--- config.mk ---
export PLATFORM = sky130hd
export DESIGN_NAME = motor_cmd_spi_master_flat
export DESIGN_NICKNAME = d
export VERILOG_FILES = /design/src/rtl/motor_cmd_spi_master_pkg.sv /design/src/rtl/motor_cmd_spi_master_if.sv /design/src/rtl/motor_cmd_spi_master_timer.sv /design/src/rtl/motor_cmd_spi_master.sv /design/src/flat_wrapper.sv
export SDC_FILE = /design/constraint.sdc
export NUM_CORES = 1
export LEC_CHECK = 0
export ABC_AREA = 1
export ABC_CLOCK_PERIOD_IN_PS = 4200
export CAP_MARGIN = 25
export CORE_MARGIN = 4
export CORE_UTILIZATION = 30
export CTS_BUF_LIST = sky130_fd_sc_hd__clkbuf_8
export CTS_CLUSTER_DIAMETER = 60
export DETAILED_ROUTE_END_ITERATION = 12
export PLACE_DENSITY = 0.6
export SLEW_MARGIN = 20
export SYNTH_ARGS = -nofsm -noshare
export SYNTH_HDL_FRONTEND = slang
export SYNTH_HIERARCHICAL = 1
export SYNTH_SLANG_ARGS = --single-unit
--- constraint.sdc ---
create_clock -name clk -period 4.2 [get_ports clk]
set_clock_uncertainty 0.15 [all_clocks]
set_input_delay 0.84 -clock clk [delete_from_list [all_inputs] [get_ports clk]]
set_output_delay 0.84 -clock clk [all_outputs]
set_load 0.02 [all_outputs]
--- src/rtl/motor_cmd_spi_master_pkg.sv ---
// Types shared by the motor-command SPI master and the FPGA-side receiver.
package motor_spi_pkg;

   localparam int FRAME_W = 16;

   typedef struct packed {
      logic       dir;
      logic [6:0] speed;
   } motor_cmd_t;

   typedef enum logic [2:0] {IDLE, SETUP, HIGH, LOW, TAIL, GAP} spi_state_t;

endpackage

--- src/rtl/motor_cmd_spi_master_if.sv ---
// Command handshake plus SPI pins of the motor link; master = SPI initiator side.
interface motor_cmd_spi_if #(parameter int FRAME_W = motor_spi_pkg::FRAME_W);
   import motor_spi_pkg::*;

   logic               cmd_valid;
   logic               cmd_ready;
   motor_cmd_t         motor1;
   motor_cmd_t         motor2;
   logic               sck;
   logic               sdi;
   logic               load;
   logic               sdo;
   logic [FRAME_W-1:0] rx_data;
   logic               rx_valid;
   logic               busy;

   modport master (
      input  cmd_valid, motor1, motor2, sdo,
      output cmd_ready, sck, sdi, load, rx_data, rx_valid, busy
   );

   modport slave (
      output cmd_valid, motor1, motor2, sdo,
      input  cmd_ready, sck, sdi, load, rx_data, rx_valid, busy
   );

endinterface

--- src/rtl/motor_cmd_spi_master_timer.sv ---
// Half-period timer: ticks on the last of every CLK_DIV enabled cycles; restart zeroes it.
module spi_half_period_timer #(
   parameter int CLK_DIV = 4
) (
   input  logic clk,
   input  logic reset,
   input  logic restart,
   input  logic en,
   output logic tick
);

   localparam int CW = (CLK_DIV > 1) ? $clog2(CLK_DIV) : 1;

   logic [CW-1:0] cnt;

   assign tick = en && (cnt == CW'(CLK_DIV - 1));

   always_ff @(posedge clk or negedge reset) begin
      if (!reset)               cnt <= '0;
      else if (restart || tick) cnt <= '0;
      else if (en)              cnt <= cnt + 1'b1;
   end

endmodule

--- src/rtl/motor_cmd_spi_master.sv ---
// SPI initiator for the motor-command link: one {motor1,motor2} frame per command.
// Optional periodic resend of the last command when MOTOR_KEEPALIVE_EN is defined.
module motor_cmd_spi_master #(
   parameter int CLK_DIV          = 4,
   parameter int FRAME_W          = motor_spi_pkg::FRAME_W,
   parameter int KEEPALIVE_CYCLES = 4096
) (
   input logic             clk,
   input logic             reset,
   motor_cmd_spi_if.master bus
);
   import motor_spi_pkg::*;

   localparam int BW = $clog2(FRAME_W);

   if (CLK_DIV < 2 || KEEPALIVE_CYCLES < 1) begin : g_bad_param
      $error("motor_cmd_spi_master: CLK_DIV must be >= 2 and KEEPALIVE_CYCLES >= 1");
   end

   spi_state_t         state, next;
   logic [FRAME_W-1:0] tx_sr, rx_sr, frame_src;
   logic [BW-1:0]      bit_cnt;
   logic               ready_q, accept, start, tick, last_bit;

   assign accept   = bus.cmd_valid && bus.cmd_ready;
   assign last_bit = bit_cnt == BW'(FRAME_W - 1);

`ifdef MOTOR_KEEPALIVE_EN
   localparam int KW = $clog2(KEEPALIVE_CYCLES + 1);

   logic [KW-1:0]      idle_cnt;
   logic [FRAME_W-1:0] last_cmd;
   logic               ka_fire;

   // ready is masked on the resend cycle so a command can never race the keepalive start
   assign ka_fire       = (state == IDLE) && (idle_cnt == KW'(KEEPALIVE_CYCLES - 1));
   assign bus.cmd_ready = ready_q && !ka_fire;
   assign start         = accept || ka_fire;
   assign frame_src     = accept ? {bus.motor1, bus.motor2} : last_cmd;

   always_ff @(posedge clk or negedge reset) begin
      if (!reset) begin
         idle_cnt <= '0;
         last_cmd <= '0;
      end else begin
         if (accept) last_cmd <= {bus.motor1, bus.motor2};
         if (start || state != IDLE) idle_cnt <= '0;
         else                        idle_cnt <= idle_cnt + 1'b1;
      end
   end
`else
   assign bus.cmd_ready = ready_q;
   assign start         = accept;
   assign frame_src     = {bus.motor1, bus.motor2};
`endif

   spi_half_period_timer #(.CLK_DIV(CLK_DIV)) u_timer (
      .clk     (clk),
      .reset   (reset),
      .restart (start),
      .en      (state != IDLE),
      .tick    (tick)
   );

   always_ff @(posedge clk or negedge reset) begin
      if (!reset) state <= IDLE;
      else        state <= next;
   end

   always_comb begin
      next     = state;
      bus.sck  = 1'b0;
      bus.load = 1'b0;
      bus.busy = 1'b1;
      unique case (state)
         IDLE: begin
            bus.busy = 1'b0;
            if (start) next = SETUP;
         end
         SETUP: begin
            bus.load = 1'b1;
            if (tick) next = HIGH;
         end
         HIGH: begin
            bus.load = 1'b1;
            bus.sck  = 1'b1;
            if (tick) next = last_bit ? TAIL : LOW;
         end
         LOW: begin
            bus.load = 1'b1;
            if (tick) next = HIGH;
         end
         TAIL: begin
            bus.load = 1'b1;
            if (tick) next = GAP;
         end
         GAP: begin
            if (tick) next = IDLE;
         end
         default: next = IDLE;
      endcase
      bus.sdi = bus.load && tx_sr[FRAME_W-1];
   end

   // sdo is captured on the clk edge that raises sck, matching the receiver's sample point
   always_ff @(posedge clk or negedge reset) begin
      if (!reset) begin
         tx_sr        <= '0;
         rx_sr        <= '0;
         bit_cnt      <= '0;
         ready_q      <= 1'b0;
         bus.rx_data  <= '0;
         bus.rx_valid <= 1'b0;
      end else begin
         ready_q      <= (state == IDLE) && !start;
         bus.rx_valid <= 1'b0;
         if (start) begin
            tx_sr   <= frame_src;
            rx_sr   <= '0;
            bit_cnt <= '0;
         end
         if (tick) begin
            case (state)
               SETUP, LOW: rx_sr <= {rx_sr[FRAME_W-2:0], bus.sdo};
               HIGH: begin
                  bit_cnt <= bit_cnt + 1'b1;
                  if (!last_bit) tx_sr <= {tx_sr[FRAME_W-2:0], 1'b0};
               end
               TAIL: begin
                  bus.rx_data  <= rx_sr;
                  bus.rx_valid <= 1'b1;
               end
               default: ;
            endcase
         end
      end
   end

endmodule
--- src/flat_wrapper.sv ---
// flat-port wrapper written by rule: the top's interface ports become plain ports
module motor_cmd_spi_master_flat import motor_spi_pkg::*;
#(
   parameter int CLK_DIV          = 4,
   parameter int FRAME_W          = motor_spi_pkg::FRAME_W,
   parameter int KEEPALIVE_CYCLES = 4096
)
  (clk, reset, bus_cmd_valid, bus_motor1, bus_motor2, bus_sdo, bus_cmd_ready, bus_sck, bus_sdi, bus_load, bus_rx_data, bus_rx_valid, bus_busy);
  motor_cmd_spi_if #(.FRAME_W(FRAME_W)) bus_i ();
  input logic clk;
  input logic reset;
  input wire logic [$bits(bus_i.cmd_valid)-1:0] bus_cmd_valid;
  input wire logic [$bits(bus_i.motor1)-1:0] bus_motor1;
  input wire logic [$bits(bus_i.motor2)-1:0] bus_motor2;
  input wire logic [$bits(bus_i.sdo)-1:0] bus_sdo;
  output wire logic [$bits(bus_i.cmd_ready)-1:0] bus_cmd_ready;
  output wire logic [$bits(bus_i.sck)-1:0] bus_sck;
  output wire logic [$bits(bus_i.sdi)-1:0] bus_sdi;
  output wire logic [$bits(bus_i.load)-1:0] bus_load;
  output wire logic [$bits(bus_i.rx_data)-1:0] bus_rx_data;
  output wire logic [$bits(bus_i.rx_valid)-1:0] bus_rx_valid;
  output wire logic [$bits(bus_i.busy)-1:0] bus_busy;
  assign bus_i.cmd_valid = bus_cmd_valid;
  assign bus_i.motor1 = bus_motor1;
  assign bus_i.motor2 = bus_motor2;
  assign bus_i.sdo = bus_sdo;
  assign bus_cmd_ready = bus_i.cmd_ready;
  assign bus_sck = bus_i.sck;
  assign bus_sdi = bus_i.sdi;
  assign bus_load = bus_i.load;
  assign bus_rx_data = bus_i.rx_data;
  assign bus_rx_valid = bus_i.rx_valid;
  assign bus_busy = bus_i.busy;
  motor_cmd_spi_master #(.CLK_DIV(CLK_DIV), .FRAME_W(FRAME_W), .KEEPALIVE_CYCLES(KEEPALIVE_CYCLES)) u_core (.clk(clk), .reset(reset), .bus(bus_i));
endmodule
==> results.yml <==
placed_design:
  gp_congestion: 0.775
  port_buffers: 41
  place_area_sq_um: 3100
  dp_slack_ns: 1.64
  hpwlAfterDp_um: 3700
worst_setup_path:
  critPathLaunch: "u_core/state[0]"
  critPathKind: "reg -> out"
  r2r_slack_ns: 2.13
  rr_startpoint: "u_core/state[0]"
  crit_end: "bus_sdi"
  cp_max_fo: 6
  start_kind: "register"
  reg2reg_to: "u_core/rx_sr[4]"
  critPathCaptureType: "output pin"
  critPathArrivalTime_ns: 1.94
  worstPathRequired_ns: 3.21
  reg2reg_depth: 8
logic_synthesis:
  synthAdderAreaFrac_pct: 0.957
  netlist_area_sq_um: 2610
  synth_top_family_by_area: "simple AND/OR/NAND/NOR gates"
  seq_area_frac_synth_pct: 56.5
  synth-xor-area-share_pct: 0.670
  synth_seq_cells: 59
  synth_compound_area_share_pct: 7.71
  yosys_warnings: 6
  syn_inst: 318
  synthSimpleGateAreaFrac_pct: 27.6
  avgSynthCellArea_sq_um: 8.22
  synth_cell_types: 20
  synth_nets: 340
  synth_mux_area_share_pct: 0
drt:
  drtIter0Drc: 93
  ant_nets: 0
  vias: 2160
  wl_per_cell_um: 11.8
  routed_wl_um: 5560
  drt-pass1-iter-count: 4
  viasPerCell: 4.60
  drcViolationCount: 0
clocking:
  clk_pin_slew_ns: 0.07
  clock_latency_ns: 0.33
  cts-root-buf: "clkbuf_8"
  htree_levels: 3
  post_cts_buffers: 0
  cts_hold_buf: 0
  cts_resized: 0
  cts_tree: "done"
  cts.sinks: 59
  cts_buffer_depth: 2
  numCtsBuffers: 9
timing:
  slew_violations: 0
  slew_headroom_pct: 63.0
  finalSetupViolCount: 0
  fin_ws_ns: 1.27
  hold_viol: 0
  fin_tns_setup_ns: 0
  period_share_pct: 69.8
  layout_min_cycle_time_ns: 2.93
  worst_slew_pin_slew_ns: 0.555
  whs_ns: 0.324
  rsz0062_at_grt: "false"
  fmax_ghz: 0.341
global_routing:
  track_usage_pct: 12.0
  antenna_found_initial: 0
  grt_pass1_vias: 2142
  grt_pass1_wl_um: 9890
  grt_overflow: 0
  grt_max_degree: 45
power_and_ir_drop:
  post-layout-total-power_mw: 1.91
  pwr_density_cell_nw_per_um2: 569
  combPwrFrac_pct: 28.8
  p_int_mw: 1.27
  clockPowerShare_pct: 30.9
  seq_power_share_pct: 40.3
  power.net_switching_mw: 0.639
  p_sw_share_pct: 33.5
  vdd_ir_drop_max_mv: 0.376
  p_leak_nw: 1.63
layout:
  syn_to_final_growth_pct: 28.3
  nFillCells: 866
  layout.nets: 383
  final_cell_area_sq_um: 3350
  diodes: 0
  drive_gt1_share_pct: 8.77
status:
  outcome: "completed"
run:
  drv_cap: 0
die:
  dieArea_sq_um: 10300
  die_x_um: 101
  core-area_sq_um: 8340
  floorplan.initialDensity_pct: 31.3
  ioPinCount: 42
  rows: 33
  die_h_um: 101
hold_path:
  min_path_type: "reg -> reg"
-- cell type report --
cell class | count | area, sq um | area share [%]
inverter | 29 | 109 | 3.25
clock buffer | 11 | 151 | 4.51
timing repair buffer | 45 | 445 | 13.3
multi-input combinational | 217 | 966 | 28.8
sequential | 59 | 1480 | 44.0
tap | 105 | 131 | 3.92
clock inverter | 4 | 73.8 | 2.20
-- per-stage QoR --
step | instances | utilization, %
floorplan | 318 | -
global placement | 453 | 37.2
detailed placement | 453 | 37.2
CTS | 468 | 39.9
global route | 470 | 40.2
finish | 470 | 40.2
-- critical path, stage by stage, from the launching register on --
cell and delay (ns):
dfrtp_1 0.47, nor2_2 0.21, nand2_1 0.09, nand3_1 0.11, and2_1 0.13, clkdlybuf4s50_1 0.60
-- cells in the final DEF, fill, tap and decap left out, drive strengths merged --
cell type / instances
a21oi: 3
and2: 1
buf: 5
bufinv: 2
clkbuf: 11
clkdlybuf4s50: 40
clkinv: 3
dfrtp: 59
ha: 2
inv: 28
nand2: 141
nand3: 27
nor2: 5
o21ai: 35
o21bai: 1
xnor2: 2
-- registers in the layout, indices dropped and copies added, names as in the netlist --
name and flops:
u_core/bit_cnt 4, u_core/tx_sr 16, u_core/rx_sr 16, u_core/bus.cmd_ready 1
u_core/bus.rx_data 16, u_core/u_timer/cnt 2, u_core/bus.rx_valid 1, u_core/state 3
-- cells in the mapped netlist --
cell type,n,share of area (%)
o21ai_0,35,6.7
nand3_1,27,5.2
a21oi_1,2,0.38
buf_1,2,0.29
inv_2,2,0.29
clkinv_1,1,0.14
inv_1,26,3.7
a21oi_2,1,0.34
buf_6,1,0.43
nor2_2,3,0.72
nand2_1,137,20
and2_1,1,0.24
xnor2_1,2,0.67
dfrtp_1,59,56
clkbuf_1,5,0.72
o21bai_1,1,0.29
nand2_2,4,0.96
nor2_4,2,0.86
buf_2,5,0.96
ha_1,2,0.96
-- power by group through the flow --
stage	logic, mW	clock network (mW)	registers (mW)
6_report	0.550	0.588	0.769
5_1_grt	0.642	0.637	0.788
4_1_cts	0.554	0.608	0.768
3_5_place_dp	0.553	0	0.775
3_3_place_gp	0.532	0	0.774
2_1_floorplan	0.396	0	0.764
-- cells by family after synthesis --
family,count (synthesis)
flip-flops,59
adder cells (fa/ha/maj),2
AO/OA/AOI/OAI,39
XOR/XNOR,2
AND/OR/NAND/NOR,174
buffers and inverters,42
-- worst min path at each step --
stage	end	slack [ns]	start	cells past startpoint
final	u_core/tx_sr[13]	0.32	u_core/tx_sr[12]	2
after CTS	u_core/tx_sr[13]	0.32	u_core/tx_sr[12]	2
after global routing	u_core/tx_sr[13]	0.35	u_core/tx_sr[12]	2
after floorplan	u_core/tx_sr[10]	0.29	u_core/tx_sr[9]	2
after global placement	u_core/tx_sr[6]	0.30	u_core/tx_sr[5]	2
after detailed placement	u_core/tx_sr[7]	0.31	u_core/tx_sr[6]	2
-- per-layer routing --
metal / track usage, % / vias up / share of wire, %
met2: 18.7 / 53 / 44
li1: - / 1076 / -
met5: 0 / - / 0
met1: 15.5 / 1019 / 48
met3: 4.20 / 12 / 6.0
met4: 4.19 / 0 / 1.3
(Power assumes the default switching activity.)
==> RTL edit, RTL diff (same flow settings) <==
`CLK_DIV` is set to 4 in 3 places; all go to 8.
--- a/src/rtl/motor_cmd_spi_master_timer.sv
+++ b/src/rtl/motor_cmd_spi_master_timer.sv
@@ -1,6 +1,6 @@
 // Half-period timer: ticks on the last of every CLK_DIV enabled cycles; restart zeroes it.
 module spi_half_period_timer #(
-   parameter int CLK_DIV = 4
+   parameter int CLK_DIV = 8
 ) (
    input  logic clk,
    input  logic reset,
--- a/src/rtl/motor_cmd_spi_master.sv
+++ b/src/rtl/motor_cmd_spi_master.sv
@@ -1,7 +1,7 @@
 // SPI initiator for the motor-command link: one {motor1,motor2} frame per command.
 // Optional periodic resend of the last command when MOTOR_KEEPALIVE_EN is defined.
 module motor_cmd_spi_master #(
-   parameter int CLK_DIV          = 4,
+   parameter int CLK_DIV          = 8,
    parameter int FRAME_W          = motor_spi_pkg::FRAME_W,
    parameter int KEEPALIVE_CYCLES = 4096
 ) (
--- a/src/flat_wrapper.sv
+++ b/src/flat_wrapper.sv
@@ -1,7 +1,7 @@
 // flat-port wrapper written by rule: the top's interface ports become plain ports
 module motor_cmd_spi_master_flat import motor_spi_pkg::*;
 #(
-   parameter int CLK_DIV          = 4,
+   parameter int CLK_DIV          = 8,
    parameter int FRAME_W          = motor_spi_pkg::FRAME_W,
    parameter int KEEPALIVE_CYCLES = 4096
 )
Function: changed (Yosys sat finds a counterexample within 10 cycles, from zero or initial values and one cycle with reset low).
==> RTL edit against the original RTL <==
Total power shrank 3.0%; largest cell class unchanged; critical endpoint unchanged; final area up 1.6%; routed wire length rose by 0.18%; utilization is 0.93 points lower; setup slack improved by 0.019 ns; synthesized area rose by 1.8%; sequential cell count up 1; critical path type unchanged.
==> RTL edit: results (changes against the original RTL) <==
[routing]
detail_route.first_pass.iterations=4  ; unchanged
via_count=2112  ; was 2160
vias_per_cell=4.42  ; was 4.60
drtIter0Drc=100  ; was 93
avgRoutedWirePerCell_um=11.6  ; was 11.8 um

[worst_setup_path]
critPathSlowestCell=clkdlybuf4s50_1  ; unchanged
path_max_fanout=6  ; unchanged
reg2reg_depth=6  ; was 8
r2r_end=u_core/rx_sr[10]  ; was u_core/rx_sr[4]
r2r-start=u_core/state[0]  ; unchanged
arrival_ns=1.92  ; was 1.94 ns
reg2reg_slack_ns=1.71  ; was 2.13 ns
endpoint=bus_sdi  ; unchanged
crit_family=buffers and inverters  ; unchanged

[sta]
worst_slew_pin_slew_ns=0.937  ; was 0.555 ns
fin_crit_sh_pct=69.4  ; was 69.8%
whs_ns=0.261  ; was 0.324 ns

[global_routing]
grt_use_met2_pct=18.0  ; was 18.7%
grt_pass1_wl_um=9450  ; was 9890 um
grt.total_usage_pct=11.8  ; was 12.0%
use_met1_pct=14.7  ; was 15.5%
grt_max_degree=42  ; was 45
grt_util_met3_pct=5.67  ; was 4.20%
antenna_found_initial=0  ; unchanged

[logic_synthesis]
synth_flop_cell=dfrtp_1  ; unchanged
ys.warnings.count=6  ; unchanged
synth_fp_nets=346  ; was 340
syn_inst=323  ; was 318
synth_common_cells=139 x nand2_1, 60 x dfrtp_1, 35 x o21ai_0  ; was 137 x nand2_1, 59 x dfrtp_1, 35 x o21ai_0
synth_area_leaders=dfrtp_1 56%, nand2_1 20%, o21ai_0 6.6%  ; was dfrtp_1 56%, nand2_1 20%, o21ai_0 6.7%
yosysSeqAreaShare_pct=56.4  ; was 56.5%
ys_types=19  ; was 20

[placed_design]
dp_cells=461  ; was 453
place_hpwl_um=3560  ; was 3700 um
dp_slack_ns=1.35  ; was 1.64 ns
gp_congestion=0.729  ; was 0.775
place_area_sq_um=3150  ; was 3100 sq um
portBuffers=41  ; unchanged

[clock_tree]
cts_buffers=9  ; unchanged
clock_sinks=60  ; was 59
clkLatencyLatePin_ns=0.34
postCtsSetupBuffers=0  ; unchanged
htreeDepth=3  ; unchanged

[cells_and_area]
largest_registers=u_core/bus.rx_data (16), u_core/rx_sr (16), u_core/tx_sr (16)  ; unchanged
drive_above_1_share_pct=8.38  ; was 8.77%
fill_cells=910  ; was 866
diodes=0  ; unchanged
fin_nets=389  ; was 383
area_growth_pct=28.1  ; was 28.3%
design_area_sq_um=3410  ; was 3350 sq um

[pwr]
power.internal_mw=1.26  ; was 1.27 mW
pg_seq_uw=766  ; was 769 uW
p_leak_nw=1.65  ; was 1.63 nW
total_power_mw=1.85  ; was 1.91 mW
peakVddDrop_uv=342  ; was 376 uV
clkPwrFrac_pct=31.7  ; was 30.9%

[min_path]
hp-class=in -> async  ; was reg -> reg

[outcome]
status=finished clean  ; unchanged

-- RTL edit: cell types whose count changed after synthesis, sizes merged --
cell and change:
ha +1, nand2 +2, a21oi +1, dfrtp +1
-- RTL edit: final cells by class --
class	count	area share, %
Sequential cell	60	44.1
Clock inverter	4	2.13
Multi-Input combinational cell	221	29.0
Tap cell	108	3.96
Clock buffer	11	4.44
Timing Repair Buffer	45	13.3
Inverter	29	3.19
-- RTL edit: cell families after synthesis --
group | count (synthesis) | synth area share [%]
buffers and inverters | 42 | 6.44
AND/OR/NAND/NOR | 176 | 27.4
XOR/XNOR | 2 | 0.659
flip-flops | 60 | 56.4
adder cells (fa/ha/maj) | 3 | 1.41
AO/OA/AOI/OAI | 40 | 7.62
-- RTL edit: per-layer routing --
layer / up-vias / wire length [um]
li1: 1094 / -
met3: 6 / 338
met1: 971 / 2560
met5: - / 0
met2: 41 / 2590
met4: 0 / 72
